[src/rtl/resp_compactor.sv]
// Response compactor: folds a counted run of DUT response words into a
// MISR signature and compares it against a golden value.
module resp_compactor #(
  parameter int              WIDTH   = 8,
  parameter int              SIG_W   = 16,
  parameter logic [SIG_W-1:0] POLY   = 16'h8005,
  parameter logic [SIG_W-1:0] SEED   = 16'hFFFF,
  parameter int              COUNT_W = 16
) (
  input  logic               clk,
  input  logic               rst_n,
  input  logic               start,
  input  logic [COUNT_W-1:0] num_patterns,
  input  logic [SIG_W-1:0]   golden,
  input  logic               resp_valid,
  input  logic [WIDTH-1:0]   resp_data,
  output logic               resp_ready,
  output logic               busy,
  output logic               done,
  output logic               pass,
  output logic [SIG_W-1:0]   signature,
  output logic [COUNT_W-1:0] pat_count
);

  typedef enum logic [1:0] {
    IDLE,
    RUN,
    CHECK,
    DONE
  } state_t;

  state_t             state, state_n;
  logic [SIG_W-1:0]   sig_q, sig_n;
  logic [COUNT_W-1:0] cnt_q, cnt_n;
  logic [COUNT_W-1:0] num_q, num_n;
  logic               pass_q, pass_n;
  logic [SIG_W-1:0]   fb;
  logic [SIG_W-1:0]   misr;

  assign fb   = sig_q[SIG_W-1] ? POLY : '0;
  assign misr = {sig_q[SIG_W-2:0], 1'b0} ^ fb ^ SIG_W'(resp_data);

  always_ff @(posedge clk or negedge rst_n) begin
    if (!rst_n) begin
      state  <= IDLE;
      sig_q  <= SEED;
      cnt_q  <= '0;
      num_q  <= '0;
      pass_q <= 1'b0;
    end else begin
      state  <= state_n;
      sig_q  <= sig_n;
      cnt_q  <= cnt_n;
      num_q  <= num_n;
      pass_q <= pass_n;
    end
  end

  always_comb begin
    state_n = state;
    sig_n   = sig_q;
    cnt_n   = cnt_q;
    num_n   = num_q;
    pass_n  = pass_q;
    case (state)
      IDLE, DONE: begin
        if (start) begin
          num_n   = num_patterns;
          sig_n   = SEED;
          cnt_n   = '0;
          pass_n  = 1'b0;
          state_n = (num_patterns != '0) ? RUN : CHECK;
        end
      end
      RUN: begin
        if (resp_valid) begin
          sig_n = misr;
          cnt_n = cnt_q + COUNT_W'(1);
          if (cnt_n == num_q) state_n = CHECK;
        end
      end
      CHECK: begin
        pass_n  = (sig_q == golden);
        state_n = DONE;
      end
      default: state_n = IDLE;
    endcase
  end

  assign resp_ready = (state == RUN);
  assign busy       = (state == RUN) || (state == CHECK);
  assign done       = (state == DONE);
  assign pass       = pass_q;
  assign signature  = sig_q;
  assign pat_count  = cnt_q;

endmodule

[config.mk]
export PLATFORM = sky130hd
export DESIGN_NAME = resp_compactor
export DESIGN_NICKNAME = d
export VERILOG_FILES = /design/src/rtl/resp_compactor.sv
export SDC_FILE = /design/constraint.sdc
export NUM_CORES = 1
export LEC_CHECK = 0
export ABC_AREA = 1
export BUFFER_PORTS_ARGS = -buffer_cell sky130_fd_sc_hd__buf_2
export CAP_MARGIN = 20
export CORE_MARGIN = 2
export CORE_UTILIZATION = 48
export CTS_CLUSTER_DIAMETER = 80
export DETAILED_ROUTE_END_ITERATION = 10
export PLACE_DENSITY = 0.8
export SLEW_MARGIN = 5
export SYNTH_ARGS = -nofsm -noshare
export SYNTH_HDL_FRONTEND = slang
export SYNTH_SLANG_ARGS = --single-unit
export TNS_END_PERCENT = 10
[constraint.sdc]
create_clock -name clk -period 1.75 [get_ports clk]
set_input_delay 0.175 -clock clk [delete_from_list [all_inputs] [get_ports clk]]
set_output_delay 0.175 -clock clk [all_outputs]
set_load 0.02 [all_outputs]
==> results.sh, run 1 <==
export IMPL_status="finished, violations left"
export IMPL_violations="setup timing"
export IMPL_hold_viol_final=0
export IMPL_fin_skew_ns=0.008169
export IMPL_synth_top_area_cell="dfrtp_1"
export IMPL_initial_utilization_pct=50.17
export IMPL_synth_edf_count=0
export IMPL_fp_coreArea_sq_um=5956
export IMPL_synth_fa_ha_area_share_pct=1.675
export IMPL_drc=0
export IMPL_post_drt_via_cell_ratio=5.224
export IMPL_r2r_cells=15
export IMPL_total_power_uw=5610
export IMPL_comb_power_share_pct=51.7
export IMPL_ys_flop_type="dfrtp_1"
export IMPL_synth_cell_types=28
export IMPL_row_count=28
export IMPL_cts_htree_levels=2
export IMPL_synthCells=399
export IMPL_gp_congestion=0.9142
export IMPL_grt_pass1_wl_microns=13320
export IMPL_relSlewSlack_pct=60.09
export IMPL_area_growth_pct=33.50
export IMPL_grt_usage_pct=23.51
export IMPL_slew_violations=0
export IMPL_num_vias=3103
export IMPL_cp_startpoint="pat_count[6]"
export IMPL_setup_viol=2
export IMPL_drive_gt1_share_pct=34.68
export IMPL_synthesis_nets=447
export IMPL_die_area_sq_um=6872
export IMPL_period_share_pct=105.6
export IMPL_cts_sinks=51
export IMPL_die_h_microns=82.90
export IMPL_r2r_slack_ns=-0.1
export IMPL_cts_buffer_depth=2
export IMPL_synth_xor_area_share_pct=5.276
export IMPL_drv_cap=0
export IMPL_r2r_end="state[0]"
export IMPL_worstHoldPathType="primary input to register"
export IMPL_syn_avg_cell_area_sq_um=7.488
export IMPL_synth_compound_area_share_pct=13.11
export IMPL_finalCriticalPeriod_ns=1.847
export IMPL_synth_most_common_cell="nand2_1"
export IMPL_synth_seq_cells=51
export IMPL_antenna_cells=0
export IMPL_crit_path_end_kind="register"
export IMPL_nets=566
export IMPL_synthMuxAreaShare_pct=0
export IMPL_r2r_start="pat_count[6]"
export IMPL_ys_seq_area_share_pct=43.38
export IMPL_grt_pass1_vias=2826
export IMPL_rsz0062_at_grt="true"
export IMPL_cts_tree="done"
export IMPL_ys_top_cells_by_count="nand2_1 (108), inv_1 (69), dfrtp_1 (35)"
export IMPL_start_kind="register"
export IMPL_ys_top_cells_by_area="dfrtp_1 (29%), dfstp_2 (14%), nand2_1 (14%)"
export IMPL_powerDensity_nw_per_um2=1407
export IMPL_yosys_area_top_type_share_pct=29.31
export IMPL_antenna_left=0
export IMPL_wl_per_cell_microns=13.69
export IMPL_synth_top_family_by_area="simple AND/OR/NAND/NOR gates"
export IMPL_ir_drop_uv=1338
export IMPL_max_freq_mhz=541.4
export IMPL_cp_max_fo=4
export IMPL_dp_hpwl_microns=6165
export IMPL_holdWs_ns=0.08687
export IMPL_initialDrtViolationCount=239
export IMPL_leakage_uw=0.002065
export IMPL_arrival_ns=2.06
export IMPL_tightest_slew_ns=0.5986
export IMPL_first_pass_iters=5
export IMPL_yosys_area_share_simple_pct=26.51
export IMPL_wirelength_microns=8134
export IMPL_p_clk_share_pct=13.3
export IMPL_critical_path_class="register to register"
export IMPL_antenna_found_initial=0
export IMPL_critical_path_endpoint="state[0]"
export IMPL_worstSkewPairLatency_ns=0.32
export IMPL_final_setup_worst_slack_ns=-0.09720
export IMPL_cp_required_ns=1.96
export IMPL_die_x_microns=82.90
export IMPL_place_port_buffers=79
export IMPL_grt_overflow=0
export IMPL_p_sw_share_pct=44.45
export IMPL_ys_warn_count=0
export IMPL_ios=80
export IMPL_cts_made_buffers=5
export IMPL_cts_clk_slew_worst_paths_ns=0.10
export IMPL_grt_max_degree=26
export IMPL_async_reset_ff_share_pct=100.0
export IMPL_p_sw_uw=2494
export IMPL_power_internal_uw=3116
export IMPL_root_buffer="clkbuf_8"
export IMPL_seq_power_share_pct=35.0
export IMPL_synth_cell_area_sq_um=2988
-- how the worst min path moves through the flow --
| stage | slack, ns | cells past startpoint | from | end |
|---|---|---|---|---|
| after global routing | 0.10 | 3 | resp_data[0] | signature[0] |
| after global placement | 0.20 | 1 | rst_n | pat_count[8] |
| final | 0.09 | 3 | num_patterns[2] | num_q[2] |
| after detailed placement | 0.21 | 1 | rst_n | pat_count[12] |
| after floorplan | -0.12 | 0 | rst_n | num_q[0] |
| after CTS | 0.09 | 3 | num_patterns[2] | num_q[2] |
-- critical path, stage by stage, from the launching register on --
cell and delay (ns):
dfrtp_1 0.40, nand2_1 0.14, nor2_4 0.17, nand2_2 0.08, nor2_1 0.10, nand2_1 0.08, nand2_1 0.09, nand2_1 0.05
nand2_1 0.08, nand2_1 0.06, nor2_1 0.09, nand3_1 0.13, nand2_2 0.11, nand2_2 0.05, nand2_1 0.05, nand2_1 0.05
-- logic make-up after synthesis --
family          count (synthesis)
compound gates                 64
flops                          51
xor+xnor                       18
buf+inv                        79
fa+ha+maj                       4
simple gates                  183
-- sequential cells by signal (all words and copies together) (netlist names) --
register	count
pat_count	16
num_q	16
pass	1
state	2
signature	16
-- power groups by stage --
stage | clock [uW] | sequential [uW] | combinational, uW
after floorplan | 0 | 2040 | 1740
after global placement | 0 | 1950 | 2710
after detailed placement | 0 | 1970 | 2780
after CTS | 752 | 1950 | 2880
after global routing | 793 | 2010 | 3230
final | 747 | 1960 | 2900
-- placed cells by master, fill, tap and decap left out, types with 4 or more instances in the layout --
master    instances
clkbuf_8          6
o21ai_0          25
nor2_1           18
dfrtp_1          31
buf_2            79
buf_4            39
inv_1            66
dfrtp_2           4
dfstp_2          16
nand4_1          11
nand3_1          29
nand2_2          13
a22oi_1          11
xor2_1            4
nor2_4            4
nand2_1          98
xnor2_1          14
o22ai_1          16
-- what timing repair did --
item,in CTS,in global routing
resized for setup,15,7
hold buffers,1,0
hold endpoints to repair,18,0
buffers inserted,7,5
pin swaps,5,12
setup endpoints to repair,12,34
-- layer usage --
metal	GRT usage, %	wire [microns]	share of wire, %
met1	32.80	3607	44
met2	37.61	3862	47
met3	3.976	501	6.2
met4	7.004	163	2.0
met5	0	0	0
-- stage by stage --
| step | TNS, ns | instances | instance area, sq um | util [%] | setup slack, ns |
|---|---|---|---|---|---|
| after floorplan | 0 | 399 | 3055 | - | 0.0006796 |
| after global placement | -0.09585 | 573 | 3726 | 62.56 | -0.05029 |
| after detailed placement | -0.2066 | 573 | 3726 | 62.56 | -0.09407 |
| after CTS | -0.09378 | 589 | 3931 | 66.01 | -0.04777 |
| after global routing | -1.932 | 594 | 3989 | 66.97 | -0.2211 |
| final | -0.1880 | 594 | 3989 | 66.97 | -0.09720 |
-- layout make-up --
type                            count  area (sq um)
Clock inverter                      2         16.27
Timing Repair Buffer              120         718.2
Clock buffer                        6         82.58
Sequential cell                    51          1301
Multi-Input combinational cell    269          1503
Fill cell                         514          1967
Inverter                           71         274.0
Tap cell                           75         93.84
Power figures use the tool's default switching activity.
==> run 2, diff against run 1 <==
--- a/config.mk
+++ b/config.mk
@@ -5,7 +5,6 @@
 export SDC_FILE = /design/constraint.sdc
 export NUM_CORES = 1
 export LEC_CHECK = 0
-export ABC_AREA = 1
 export BUFFER_PORTS_ARGS = -buffer_cell sky130_fd_sc_hd__buf_2
 export CAP_MARGIN = 20
 export CORE_MARGIN = 2
==> run 2 against run 1 <==
Against the previous run: the flow still finishes with violations (setup timing); synthesized cell count decreased by 26%; maximum frequency decreased by 22%; sequential power is essentially flat; global-route usage is 3.5 points higher; die area is 0.31% lower; combinational power up 11%; critical path type unchanged; largest power group unchanged; highest routed layer unchanged.
==> results.sh, run 2 <==
export IMPL_grt_overflow=0
export IMPL_root_buffer="clkbuf_8"
export IMPL_powerDensity_nw_per_um2=1449
export IMPL_final_cells=508
export IMPL_start_kind="register"
export IMPL_hold_viol_final=0
export IMPL_first_pass_iters=6
export IMPL_final_cell_mix="buf_2 (79), buf_4 (55), dfrtp_1 (28)"
export IMPL_cts_tree="done"
export IMPL_wirelength_microns=9006
export IMPL_worstSkewPairLatency_ns=0.31
export IMPL_place_port_buffers=79
export IMPL_critical_path_class="register to register"
export IMPL_grt_usage_pct=27.02
export IMPL_min_from="num_patterns[13]"
export IMPL_post_drt_via_cell_ratio=5.801
export IMPL_drc=0
export IMPL_wl_per_cell_microns=17.73
export IMPL_die_area_sq_um=6850
export IMPL_p_sw_uw=2484
export IMPL_cts_buffer_depth=2
export IMPL_synthesis_nets=344
export IMPL_cp_required_ns=1.94
export IMPL_period_share_pct=135.4
export IMPL_drive_gt1_share_pct=48.50
export IMPL_drv_cap=0
export IMPL_initial_utilization_pct=50.00
export IMPL_synth_top_area_cell="dfrtp_1"
export IMPL_arrival_ns=2.56
export IMPL_synthCells=296
export IMPL_min_to="num_q[13]"
export IMPL_cts_made_buffers=5
export IMPL_fin_skew_ns=0.01047
export IMPL_grt_max_degree=46
export IMPL_ios=80
export IMPL_ys_warn_count=0
export IMPL_antenna_left=0
export IMPL_cp_startpoint="pat_count[8]"
export IMPL_area_growth_pct=39.79
export IMPL_syn_avg_cell_area_sq_um=10.06
export IMPL_crit_chain="nand3_1, nor3_2, nand3b_1, a211o_1, o41ai_4, mux2_1"
export IMPL_setup_viol=4
export IMPL_max_freq_mhz=421.9
export IMPL_dp_hpwl_microns=6414
export IMPL_synth_seq_cells=51
export IMPL_fin_setup_tns_ns=-1.382
export IMPL_yosys_area_top_type_share_pct=29.41
export IMPL_synth_cell_area_sq_um=2978
export IMPL_min_path_cells=2
export IMPL_leakage_uw=0.001891
export IMPL_status="finished, violations left"
export IMPL_initialDrtViolationCount=271
export IMPL_crit_path_end_kind="register"
export IMPL_row_count=28
export IMPL_r2r_cells=6
export IMPL_r2r_slack_ns=-0.62
export IMPL_cts_clk_slew_worst_paths_ns=0.09
export IMPL_antenna_cells=0
export IMPL_finalCriticalPeriod_ns=2.370
export IMPL_ir_drop_uv=1144
export IMPL_rsz0062_at_grt="true"
export IMPL_total_power_uw=6033
export IMPL_ys_top_cells_by_area="dfrtp_1 (29%), dfstp_2 (14%), xor2_1 (6.8%)"
export IMPL_synth_most_common_cell="dfrtp_1"
export IMPL_final_setup_worst_slack_ns=-0.6201
export IMPL_slew_violations=0
export IMPL_p_clk_share_pct=13.5
export IMPL_tightest_slew_ns=0.4378
export IMPL_fp_coreArea_sq_um=5956
export IMPL_cp_max_fo=6
export IMPL_grt_pass1_vias=2807
export IMPL_nets=480
export IMPL_relSlewSlack_pct=70.55
export IMPL_seq_power_share_pct=33.0
export IMPL_power_internal_uw=3549
export IMPL_ys_top_cells_by_count="dfrtp_1 (35), nand2_1 (27), xor2_1 (23)"
export IMPL_synth_cell_types=49
export IMPL_dpl_cell_count=496
export IMPL_crit_path_max_incr_delay_ns=0.45
export IMPL_num_vias=2947
export IMPL_grt_pass1_wl_microns=13900
export IMPL_r2r_start="pat_count[8]"
export IMPL_layout_commonest_cell="buf_2"
export IMPL_die_h_microns=82.77
export IMPL_ys_flop_type="dfrtp_1"
export IMPL_synth_edf_count=0
export IMPL_comb_power_share_pct=53.5
export IMPL_p_sw_share_pct=41.17
export IMPL_violations="setup timing"
export IMPL_antenna_found_initial=0
export IMPL_cts_htree_levels=2
export IMPL_fin_area_sq_um=4163
export IMPL_slowest_stage="dfrtp_2"
export IMPL_cts_sinks=51
export IMPL_r2r_end="state[1]"
export IMPL_place_area_sq_um=3928
export IMPL_gp_congestion=0.8882
export IMPL_die_x_microns=82.77
export IMPL_worstHoldPathType="primary input to register"
export IMPL_async_reset_ff_share_pct=100.0
export IMPL_ys_seq_area_share_pct=43.53
-- run 2: what timing repair did --
item | CTS | global route
pin swaps | 3 | 0
hold buffers | 1 | 0
setup buffers | 3 | 0
endpoints found under the setup margin | 5 | 23
endpoints found under the hold margin | 35 | 0
resized for setup | 11 | 13
-- run 2: logic make-up after synthesis --
family	count (synthesis)	share of synthesized area [%]
mux	19	7.143
simple gates	92	17.40
compound gates	67	14.54
xor+xnor	45	13.24
fa+ha+maj	4	1.681
flops	51	43.53
buf+inv	18	2.479
-- run 2: area by class of cell --
type | instances | area (sq um)
clock buffers | 7 | 76.32
clock inverters | 1 | 30.03
repair buffers | 140 | 900.9
well taps | 75 | 93.84
fillers | 438 | 1793
inverters | 7 | 26.28
multi-input cells | 227 | 1730
flip-flops and latches | 51 | 1305
-- run 2: worst max-delay path: cells and delay by family (launching register included) --
family	cells	cell delay, ns
AOI/OAI and AO/OA	2	0.73
and+or+nand+nor	3	0.71
DFF	1	0.45
muxes	1	0.36
-- run 2: power by group through the flow --
stage	combinational (uW)	clock (uW)	sequential (uW)
2_1_floorplan	1760	0	2050
3_3_place_gp	2880	0	1960
3_5_place_dp	2990	0	1990
4_1_cts	3060	818	1970
5_1_grt	3480	860	2020
6_report	3230	814	1990
-- run 2: worst max-delay path by stage --
stage / slack [ns] / end / cells after the start
global route: -0.67 / state[0] / 8
finish: -0.62 / state[1] / 6
global placement: -0.48 / state[0] / 7
CTS: -0.52 / state[1] / 8
floorplan: -0.46 / state[0] / 7
detailed placement: -0.61 / state[1] / 6
-- run 2: metal layers --
metal,vias up,global-route usage (%),routed length [microns]
met5,-,0,0
met4,0,10.33,325
met3,37,5.326,541
met2,132,45.00,4639
met1,1440,34.78,3500
li1,1338,-,-
-- run 2: stage by stage --
stage	hold slack, ns	setup slack [ns]	util, %
2_1_floorplan	-0.1206	-0.4574	-
3_3_place_gp	0.02451	-0.4813	65.95
3_5_place_dp	0.02631	-0.6054	65.95
4_1_cts	0.1116	-0.5226	69.12
5_1_grt	0.1231	-0.6656	69.90
6_report	0.1132	-0.6201	69.90
==> run 3, diff against run 2 <==
--- a/config.mk
+++ b/config.mk
@@ -7,11 +7,13 @@
 export LEC_CHECK = 0
 export BUFFER_PORTS_ARGS = -buffer_cell sky130_fd_sc_hd__buf_2
 export CAP_MARGIN = 20
+export CELL_PAD_IN_SITES_DETAIL_PLACEMENT = 2
+export CELL_PAD_IN_SITES_GLOBAL_PLACEMENT = 2
 export CORE_MARGIN = 2
-export CORE_UTILIZATION = 48
+export CORE_UTILIZATION = 29
 export CTS_CLUSTER_DIAMETER = 80
 export DETAILED_ROUTE_END_ITERATION = 10
-export PLACE_DENSITY = 0.8
+export PLACE_DENSITY = 0.79
 export SLEW_MARGIN = 5
 export SYNTH_ARGS = -nofsm -noshare
 export SYNTH_HDL_FRONTEND = slang
==> run 3 against run 2 <==
Against the previous run: the flow still finishes with violations (setup timing); via count is 4.6% higher; die area is 62% higher; largest cell class unchanged; sequential share of layout area is 1.8 points lower; largest power group unchanged.
==> results.sh, run 3 (synthesis results as in run 2) <==
export IMPL_rsz0062_at_grt="true"
export IMPL_die_x_microns=105.3
export IMPL_r2r_start="pat_count[10]"
export IMPL_arrival_ns=2.70
export IMPL_cp_startpoint="pat_count[10]"
export IMPL_fillers=1043
export IMPL_final_setup_worst_slack_ns=-0.7581
export IMPL_area_growth_pct=48.32
export IMPL_place_port_buffers=79
export IMPL_period_share_pct=143.3
export IMPL_dpl_cell_count=562
export IMPL_cts_htree_levels=2
export IMPL_slew_violations=0
export IMPL_comb_power_share_pct=58.3
export IMPL_final_cells=578
export IMPL_min_to="signature[3]"
export IMPL_crit_path_end_kind="register"
export IMPL_leakage_uw=0.001961
export IMPL_fin_skew_ns=0.01500
export IMPL_ios=80
export IMPL_place_area_sq_um=4060
export IMPL_root_buffer="clkbuf_8"
export IMPL_first_pass_iters=4
export IMPL_num_vias=3084
export IMPL_fin_area_sq_um=4417
export IMPL_cts_tree="done"
export IMPL_seq_power_share_pct=30.4
export IMPL_critical_path_class="register to register"
export IMPL_max_freq_mhz=398.7
export IMPL_cp_max_fo=4
export IMPL_cts_sinks=51
export IMPL_die_h_microns=105.3
export IMPL_gp_congestion=0.8343
export IMPL_p_sw_share_pct=45.58
export IMPL_cts_made_buffers=5
export IMPL_hold_viol_final=0
export IMPL_crit_path_max_incr_delay_ns=0.47
export IMPL_r2r_end="state[0]"
export IMPL_powerDensity_nw_per_um2=1498
export IMPL_crit_family="compound AO/OA/AOI/OAI gates"
export IMPL_min_path_cells=3
export IMPL_grt_pass1_wl_microns=20820
export IMPL_r2r_cells=7
export IMPL_start_kind="register"
export IMPL_power_internal_uw=3600
export IMPL_wl_per_cell_microns=23.69
export IMPL_p_sw_uw=3015
export IMPL_row_count=36
export IMPL_drc=0
export IMPL_nets=492
export IMPL_initial_utilization_pct=30.19
export IMPL_tightest_slew_ns=0.5109
export IMPL_cp_num_buf_inv=1
export IMPL_fp_coreArea_sq_um=9864
export IMPL_pre_cts_slack_ns=-0.6750
export IMPL_worstHoldPathType="primary input to register"
export IMPL_crit_chain="buf_4, xnor2_1, o311a_2, a21oi_1, a211o_1, o41ai_4, mux2_1"
export IMPL_antenna_left=0
export IMPL_cts_buffer_depth=2
export IMPL_ir_drop_uv=928.7
export IMPL_drv_cap=0
export IMPL_seq_area_sq_um=1306
export IMPL_finalCriticalPeriod_ns=2.508
export IMPL_worstSkewPairLatency_ns=0.32
export IMPL_dp_hpwl_microns=9234
export IMPL_wirelength_microns=13690
export IMPL_multiInputGateArea_sq_um=1813
export IMPL_initialDrtViolationCount=109
export IMPL_grt_overflow=0
export IMPL_violations="setup timing"
export IMPL_drive_gt1_share_pct=54.16
export IMPL_antenna_found_initial=0
export IMPL_antenna_cells=0
export IMPL_min_from="resp_data[3]"
export IMPL_post_drt_via_cell_ratio=5.336
export IMPL_status="finished, violations left"
export IMPL_die_area_sq_um=11100
export IMPL_final_cell_mix="buf_2 (79), buf_4 (61), dfrtp_1 (27)"
export IMPL_grt_pass1_vias=3562
export IMPL_relSlewSlack_pct=65.87
export IMPL_r2r_slack_ns=-0.76
export IMPL_p_clk_share_pct=11.3
export IMPL_slowest_stage="o41ai_4"
export IMPL_layout_commonest_cell="buf_2"
export IMPL_grt_usage_pct=24.66
export IMPL_cp_required_ns=1.95
export IMPL_setup_viol=13
export IMPL_cts_clk_slew_worst_paths_ns=0.10
export IMPL_grt_max_degree=32
## run 3: cell count changes in the layout (fill, tap and decap cells not counted), moves of 2 or more
cell,delta
nand2_2,+3
nand2_1,-3
o21ai_2,+5
o21ai_1,+6
o21ai_0,-11
nor4_1,-2
buf_6,+6
buf_4,+6
o41ai_2,+2
o41ai_1,-2
nand3_1,-2
## run 3: stage by stage
stage	hold slack, ns	power, uW	util, %	setup TNS (ns)
6_report	0.1020	6615	44.77	-2.111
3_5_place_dp	0.1851	5214	41.16	-3.772
2_1_floorplan	-0.1206	3805	-	-1.021
3_3_place_gp	0.1832	4939	41.16	-1.806
4_1_cts	0.1049	6309	44.11	-1.345
5_1_grt	0.1172	6946	44.77	-2.955
## run 3: worst max-delay path by stage
| stage | end | slack, ns | depth (start not counted) |
|---|---|---|---|
| floorplan | state[0] | -0.46 | 7 |
| global placement | state[0] | -0.57 | 7 |
| detailed placement | state[0] | -0.67 | 6 |
| CTS | state[0] | -0.59 | 8 |
| global route | state[1] | -0.80 | 8 |
| finish | state[0] | -0.76 | 7 |
## run 3: worst reg2reg max path, stage by stage, from the launching register on
cell and delay, ns:
dfrtp_1 0.40, buf_4 0.17, xnor2_1 0.36, o311a_2 0.26
a21oi_1 0.05, a211o_1 0.31, o41ai_4 0.47, mux2_1 0.39
## run 3: power groups by stage
stage	clock, uW	sequential, uW	combinational, uW
after floorplan	0	2050	1760
after global placement	0	1970	2970
after detailed placement	0	2010	3210
after CTS	746	1990	3580
after global routing	796	2060	4090
final	745	2010	3860
## run 3: cell type report
type                    count  share of cell area (%)
flip-flops and latches     51                   29.57
clock buffers               7                   1.955
multi-input cells         227                   41.05
clock inverters             1                  0.1133
well taps                 133                   3.768
inverters                   7                  0.5949
repair buffers            152                   22.95
## run 3: metal layers
layer	vias up	GRT usage [%]	wire (microns)
li1	1368	-	-
met1	1596	28.40	5603
met2	85	45.76	7208
met3	35	3.030	390
met4	0	10.10	489
met5	-	0	0
## run 3: timing repair
item / CTS / global route
hold buffers: 1 / 0
pin swaps: 2 / 8
gates cloned: 1 / 0
hold endpoints to repair: 35 / 0
buffers inserted: 6 / 0
setup endpoints to repair: 33 / 30
gates resized for setup: 33 / 30
